<file path="src/rtl/uart_rx.sv">
// 8N1 UART receiver with an optional trailing CRC-8 byte that checks the data byte.
// The serial line is synchronized, then sampled mid-bit using a per-frame latched divider.
module uart_rx #(
    parameter logic [7:0] CRC_POLY    = 8'h07,
    parameter int         SYNC_STAGES = 2
) (
    input  logic        clk,
    input  logic        rst_i,
    input  logic        rx_i,
    input  logic        rx_en_i,
    input  logic        crc_en_i,
    input  logic [15:0] clock_divider_i,
    output logic [7:0]  rx_data_o,
    output logic        rx_valid_o,
    output logic        frame_err_o,
    output logic        crc_err_o,
    output logic        busy_o
);

    typedef enum logic [2:0] {
        IDLE, START, DATA, STOP, CRC_START, CRC_DATA, CRC_STOP, DONE
    } state_t;

    state_t                 r_state;
    logic [SYNC_STAGES-1:0] r_sync;
    logic                   r_line_d;
    logic [15:0]            r_n;
    logic [15:0]            r_cnt;
    logic                   r_crc_en;
    logic                   r_armed;
    logic [2:0]             r_bit;
    logic [7:0]             r_shift;
    logic [7:0]             r_byte;
    logic [7:0]             r_data;
    logic                   r_valid;
    logic                   r_ferr;
    logic                   r_crc_err;

    logic                   w_line;
    logic                   w_fall;
    logic                   w_tick;
    logic [7:0]             w_crc;

    // MSB-first CRC-8, zero init, no reflection or final XOR.
    function automatic logic [7:0] crc8(input logic [7:0] d);
        logic [7:0] c;
        c = 8'h00;
        for (int i = 7; i >= 0; i--) begin
            if (c[7] ^ d[i]) c = {c[6:0], 1'b0} ^ CRC_POLY;
            else             c = {c[6:0], 1'b0};
        end
        return c;
    endfunction

    assign w_line = r_sync[SYNC_STAGES-1];
    assign w_fall = r_line_d & ~w_line;
    assign w_tick = (r_cnt == 16'd0);
    assign w_crc  = crc8(r_byte);

    always_ff @(posedge clk) begin
        if (rst_i) begin
            r_state   <= IDLE;
            r_sync    <= '1;
            r_line_d  <= 1'b1;
            r_n       <= '0;
            r_cnt     <= '0;
            r_crc_en  <= 1'b0;
            r_armed   <= 1'b0;
            r_bit     <= '0;
            r_shift   <= '0;
            r_byte    <= '0;
            r_data    <= '0;
            r_valid   <= 1'b0;
            r_ferr    <= 1'b0;
            r_crc_err <= 1'b0;
        end else begin
            // NOTE: non-blocking assignments everywhere here, so every branch reads the
            // pre-edge values of r_cnt/r_shift/r_state regardless of statement order.
            r_valid   <= 1'b0;
            r_ferr    <= 1'b0;
            r_crc_err <= 1'b0;
            r_sync[0] <= rx_i;
            for (int i = 1; i < SYNC_STAGES; i++) r_sync[i] <= r_sync[i-1];
            r_line_d  <= w_line;

            if (!rx_en_i) begin
                r_state <= IDLE;
                r_armed <= 1'b0;
            end else begin
                case (r_state)
                    IDLE: begin
                        if (w_fall && clock_divider_i >= 16'd2) begin
                            r_n      <= clock_divider_i;
                            r_crc_en <= crc_en_i;
                            r_cnt    <= (clock_divider_i >> 1) - 16'd1;
                            r_bit    <= '0;
                            r_state  <= START;
                        end
                    end
                    START: begin
                        if (w_tick) begin
                            r_cnt   <= r_n - 16'd1;
                            r_state <= w_line ? IDLE : DATA;
                        end else begin
                            r_cnt <= r_cnt - 16'd1;
                        end
                    end
                    DATA, CRC_DATA: begin
                        if (w_tick) begin
                            r_shift <= {w_line, r_shift[7:1]};
                            r_cnt   <= r_n - 16'd1;
                            r_bit   <= r_bit + 3'd1;
                            if (r_bit == 3'd7) r_state <= (r_state == DATA) ? STOP : CRC_STOP;
                        end else begin
                            r_cnt <= r_cnt - 16'd1;
                        end
                    end
                    STOP: begin
                        if (w_tick) begin
                            if (!w_line) begin
                                r_ferr  <= 1'b1;
                                r_state <= IDLE;
                            end else if (r_crc_en) begin
                                r_byte  <= r_shift;
                                r_armed <= 1'b0;
                                r_state <= CRC_START;
                            end else begin
                                r_data  <= r_shift;
                                r_valid <= 1'b1;
                                r_state <= DONE;
                            end
                        end else begin
                            r_cnt <= r_cnt - 16'd1;
                        end
                    end
                    CRC_START: begin
                        // Unarmed: wait indefinitely for the CRC byte's start edge.
                        if (!r_armed) begin
                            if (w_fall) begin
                                r_armed <= 1'b1;
                                r_cnt   <= (r_n >> 1) - 16'd1;
                            end
                        end else if (w_tick) begin
                            r_armed <= 1'b0;
                            r_cnt   <= r_n - 16'd1;
                            r_bit   <= '0;
                            r_state <= w_line ? IDLE : CRC_DATA;
                        end else begin
                            r_cnt <= r_cnt - 16'd1;
                        end
                    end
                    CRC_STOP: begin
                        if (w_tick) begin
                            if (!w_line) begin
                                r_ferr <= 1'b1;
                            end else begin
                                r_data    <= r_byte;
                                r_valid   <= 1'b1;
                                r_crc_err <= (w_crc != r_shift);
                            end
                            r_state <= w_line ? DONE : IDLE;
                        end else begin
                            r_cnt <= r_cnt - 16'd1;
                        end
                    end
                    DONE:    r_state <= IDLE;
                    default: r_state <= IDLE;
                endcase
            end
        end
    end

    assign rx_data_o   = r_data;
    assign rx_valid_o  = r_valid;
    assign frame_err_o = r_ferr;
    assign crc_err_o   = r_crc_err;
    assign busy_o      = (r_state != IDLE);

endmodule

</file>
<file path="config.mk">
export PLATFORM = sky130hd
export DESIGN_NAME = uart_rx
export DESIGN_NICKNAME = d
export VERILOG_FILES = /design/src/rtl/uart_rx.sv
export SDC_FILE = /design/constraint.sdc
export NUM_CORES = 1
export LEC_CHECK = 0
export BUFFER_PORTS_ARGS = -buffer_cell sky130_fd_sc_hd__buf_2
export CAP_MARGIN = 20
export CELL_PAD_IN_SITES_DETAIL_PLACEMENT = 1
export CELL_PAD_IN_SITES_GLOBAL_PLACEMENT = 1
export CORE_MARGIN = 8
export CORE_UTILIZATION = 41
export CTS_CLUSTER_SIZE = 24
export DETAILED_ROUTE_END_ITERATION = 6
export GPL_TIMING_DRIVEN = 0
export PLACE_DENSITY = 0.87
export SETUP_SLACK_MARGIN = 0.5
export SLEW_MARGIN = 5
export SYNTH_ARGS = -nofsm -noshare
export SYNTH_HDL_FRONTEND = slang
export SYNTH_SLANG_ARGS = --single-unit
export TNS_END_PERCENT = 1
</file>
<file path="constraint.sdc">
create_clock -name clk -period 3 [get_ports clk]
set_input_delay 0.9 -clock clk [delete_from_list [all_inputs] [get_ports clk]]
set_output_delay 0.9 -clock clk [all_outputs]
set_load 0.05 [all_outputs]
</file>
# After elaboration in Yosys (flattened, before gate mapping)
# Index checks and enable logic that the tools add are counted.
# word_totals
reg_bits,70
input_bits,21
output_inout_bits,12
# classes
add_sub_neg,5
magnitude_cmp,1
n_eq_ne,23
muxes,54
bitwise_logic,20
reduce_logical,22
# ops
operator,n
$mux W16,5
$mux W3,24
$pmux W16 S4,1
$mux W8,5
$sub A15 B1 Y16 const B,2
$sub A16 B1 Y16 const B,2
$ne A2 B2 Y1 const B,13
$not A3 Y3,7
$pmux W3 S7,1
$ge A16 B2 Y1 const B,1
$logic_not A16 Y1,1
$pmux W8 S2,1
$eq A3 B3 Y1 const B,5
$mux W1,12
$reduce_and A5 Y1,2
$pmux W3 S3,1
$ne A8 B8 Y1,1
$reduce_and A8 Y1,1
$reduce_and A7 Y1,1
$eq A3 B2 Y1 const B,2
$reduce_and A3 Y1,2
$reduce_and A6 Y1,1
$reduce_bool A3 Y1,2
$reduce_or A2 Y1,3
other kinds (17),29

# Longest topological paths before layout
# logic_depth
depth_word,16
mapped_depth,10

# Least setup slack after synthesis
# Ideal clock, no wire load.
# synth_path
path_type,input to register
from,in clock_divider_i[6]
to,reg r_cnt[9]
setup_ns,0.133
arrival_ns,2.977
required_time_ns,2.867
path_slack_ns,-0.110
path_stages,8
n_path_buf,2
cell_sequence,or4_4 or4b_4 or4_1 and2_1 buf_6 buf_6 a21oi_2 a31oi_1
# synth_via
elab_chain_len,4
elab_cells_between_ends,7
# synth_rtl
element,line_no,text
"start, declared",12,"input logic [15:0] clock_divider_i,"
$ge A16 B2 Y1,92,if (w_fall && clock_divider_i >= 16'd2) begin
$logic_and A1 B1 Y1,92,
$ne A2 B2 Y1 (no line),-,
$reduce_and A5 Y1 (no line),-,
"end signal, assigned",95,r_cnt <= (clock_divider_i >> 1) - 16'd1;
"end signal, assigned",102,r_cnt <= r_n - 16'd1;
"end signal, assigned",105,r_cnt <= r_cnt - 16'd1;
"end, declared",28,logic [15:0] r_cnt;
# Several ways; a longest one is shown, not always the timed one. The select of a mux whose other input is x is not followed.
# A chain may end at the register's enable or synchronous reset.

# Worst setup path in the final report
# layout_path
from,in clock_divider_i[9]
to,reg r_cnt[7]
# layout_via
elab_chain_len,4
# layout_rtl
element,line_no
$ge A16 B2 Y1,92
$logic_and A1 B1 Y1,92
$ne A2 B2 Y1 (no line),-
$reduce_and A5 Y1 (no line),-
# Every way passes these cells.

==> impl_metrics.py <==
metrics = {
    "synth": {
        "yosysTopAreaCellShare_pct": 30.5,
        "netlist_area_sq_mm": 0.00460,
        "ys_top_cells_by_area": "dfxtp_1, mux2i_1, nor2_1",
        "synth_ff_type": "dfxtp_1",
        "avgSynthCellArea_sq_um": 7.90,
        "synth_most_common_cell": "nor2_1",
        "ys_seq_area_share_pct": 30.5,
        "postSynthNetCount": 610,
        "syn_inst": 582,
        "ys_top_cells_by_count": "nor2_1, dfxtp_1, mux2i_1, a21oi_1, nand2_1",
        "synthArstFlopShare_pct": 0,
        "synth_cell_type_count": 60,
        "yosys_warnings": 0,
        "synth-edff-count": 0,
        "synth.largest_area_cell": "dfxtp_1",
        "ys_ff_latch": 70,
    },
    "routing": {
        "drt_wl_total_mm": 17.5,
        "vias": 4879,
        "drc": 0,
        "routedWlPerCell_um": 22.6,
        "drtIter0Drc": 367,
        "ant_nets": 0,
        "drtPass1Iterations": 5,
        "via_per_inst": 6.30,
    },
    "timing": {
        "relSlewSlack_pct": 40.9,
        "fin_hold_ws_ns": 0.476,
        "tns_ns": 0,
        "finalMaxSlewViolations": 0,
        "post-route-min-period_ns": 2.99,
        "worst_slack_ns": 0.00786,
        "max_freq_mhz": 334,
        "tightestPinTransition_ns": 0.885,
        "fin_crit_sh_pct": 99.7,
        "rsz0062_at_grt": "true",
        "skew_ns": 0.0118,
        "hold_violations": 0,
        "setup-violations-final": 0,
    },
    "clock_network": {
        "ctsLongestPathBuffers": 2,
        "cts-root-buf": "clkbuf_8",
        "htree_levels": 3,
        "cts-buffers-inserted": 9,
        "ctsHoldBuffers": 0,
        "clkTransAtPathRegs_ns": 0.09,
        "clock_sinks": 70,
        "cts_tree": "built",
        "clk_latency_ns": 0.36,
    },
    "die": {
        "boundaryPins": 33,
        "dieWidth_um": 122,
        "rows": 38,
        "core_area_sq_mm": 0.0109,
        "die_area_sq_mm": 0.0149,
        "die_y_um": 122,
        "initial_utilization_pct": 42.2,
    },
    "worst_setup_path": {
        "cp_max_fo": 6,
        "ff2ff_path_depth": 8,
        "path_cells": "buf_8 > or4_4 > or4b_4 > or4_4 > and2_4 > buf_6 > buf_4 > o21ai_1 > o31ai_1",
        "arrival_ns": 3.22,
        "cp_slowest_cell": "or4b_4",
        "crit_top_cell": "or4_4",
        "required_ns": 3.23,
        "start_kind": "input port",
        "crit_path_end_kind": "register",
        "crit_buf_inv": 3,
        "critical_path.max_stage_delay_ns": 0.55,
        "critical-path-top-delay-family": "simple AND/OR/NAND/NOR gates",
        "crit_type": "in2reg",
        "cp.depth": 9,
    },
    "hold_path": {
        "worstHoldPathType": "reg2reg",
        "whs_path_depth": 1,
    },
    "placement": {
        "dpl-instance-area_sq_mm": 0.00494,
        "routabilityCongestion": 0.937,
        "io_buffers": 31,
        "post-place-ws_ns": -0.566,
        "dpl.hpwl_mm": 12.0,
    },
    "grt": {
        "first_global_vias": 4974,
        "grt_pass1_wl_mm": 26.2,
        "antenna_found_initial": 0,
        "overflow": 0,
        "grt_start_max_net_pins": 14,
        "grt_usage_pct": 22.1,
    },
    "power": {
        "p_int_mw": 1.43,
        "vdd_drop_max_v": 0.000325,
        "cellLeakagePower_nw": 2.27,
        "switching_share_pct": 33.6,
        "pwr_density_cell_mw_per_mm2": 393,
        "combPwrFrac_pct": 21.4,
        "seqPwrFrac_pct": 44.4,
        "p_clk_share_pct": 34.1,
        "switchingPower_mw": 0.726,
    },
    "cells_and_area": {
        "drive_gt1_share_pct": 18.6,
        "final_core_util_pct": 50.4,
        "fillerInstances": 1325,
        "area_growth_pct": 19.3,
        "seq_area_sq_mm": 0.00140,
        "multi_input_comb_area_sq_mm": 0.00322,
        "nets": 658,
        "design_area_sq_mm": 0.00549,
        "antenna_cells": 0,
    },
    "run_status": {
        "status": "finished, final reports clean",
    },
    "run": {
        "drv_cap": 0,
    },
}
[state kept, by name (all words and copies together) (netlist names)]
| register | flops |
|---|---|
| r_line_d | 1 |
| r_byte | 8 |
| r_cnt | 16 |
| r_sync | 2 |
| frame_err_o | 1 |
| r_n | 16 |
| rx_valid_o | 1 |
| crc_err_o | 1 |
| r_armed | 1 |
| r_shift | 8 |
| r_state | 3 |
| rx_data_o | 8 |
| r_crc_en | 1 |
| r_bit | 3 |
[layer usage]
layer | GRT usage, % | vias up | part of all wire (%)
met5 | 0 | - | 0
met3 | 4.44 | 69 | 6.5
met1 | 26.6 | 2376 | 41
met4 | 9.56 | 0 | 3.6
li1 | - | 2211 | -
met2 | 37.2 | 223 | 49
[logic make-up (layout without fill, tap and decap cells)]
family | after synthesis | in the layout | synth area share, %
simple gates | 229 | 229 | 25.1
buf+inv | 52 | 105 | 4.92
flops | 70 | 70 | 30.5
compound gates | 133 | 133 | 19.2
xor+xnor | 52 | 52 | 9.90
fa+ha+maj | 7 | 7 | 1.90
mux | 39 | 39 | 8.49
[final timing paths]
path                            slack [ns]          startpoint         to
worst max-delay path                 0.008  clock_divider_i[9]   r_cnt[7]
worst min-delay path                  0.48           r_sync[0]  r_sync[1]
worst min register to register        0.48           r_sync[0]  r_sync[1]
worst max register to register        0.06          r_state[1]   r_cnt[1]
[through the flow]
stage,std cells,total power [mW]
CTS,775,2.10
floorplan,582,1.24
detailed placement,754,1.36
finish,775,2.16
global route,775,2.23
global placement,753,1.35
[what timing repair did]
| action | 4_1_cts | 5_1_grt |
|---|---|---|
| gates resized for setup | 30 | 50 |
| cloned | 1 | 0 |
| setup buffers | 4 | 0 |
| pin swaps | 6 | 24 |
| endpoints found under the setup margin | 64 | 64 |
[placed cells by master, fill, tap and decap left out, drive strengths merged, types with 6 or more instances in the layout]
master	netlist	routed
nor2	77	77
dfxtp	70	70
buf	6	44
clkbuf	33	41
mux2i	39	39
a21oi	37	37
nand2	35	35
xnor2	26	26
xor2	26	26
nand3	23	23
o21ai	23	23
nor3	21	21
inv	12	13
a211oi	13	13
nor4	13	13
or3	8	8
or4	8	8
a31oi	7	7
o22ai	7	7
ha	7	7
nor3b	7	7
o31ai	7	7
o221ai	6	6
[final cells by class]
cell class	instances	area share, %
Inverter	13	0.889
Clock inverter	6	0.844
Tap cell	140	3.19
Multi-Input combinational cell	460	58.6
Buffer	39	3.90
Sequential cell	70	25.5
Clock buffer	10	2.51
Timing Repair Buffer	37	4.49
[power groups by stage]
stage	combinational (mW)	sequential (mW)	clock, mW
after floorplan	0.266	0.973	0
after CTS	0.412	0.957	0.733
after global placement	0.372	0.977	0
after detailed placement	0.386	0.978	0
final	0.463	0.959	0.737
after global routing	0.487	0.960	0.778
No activity file was read; power rests on OpenSTA's default activity.
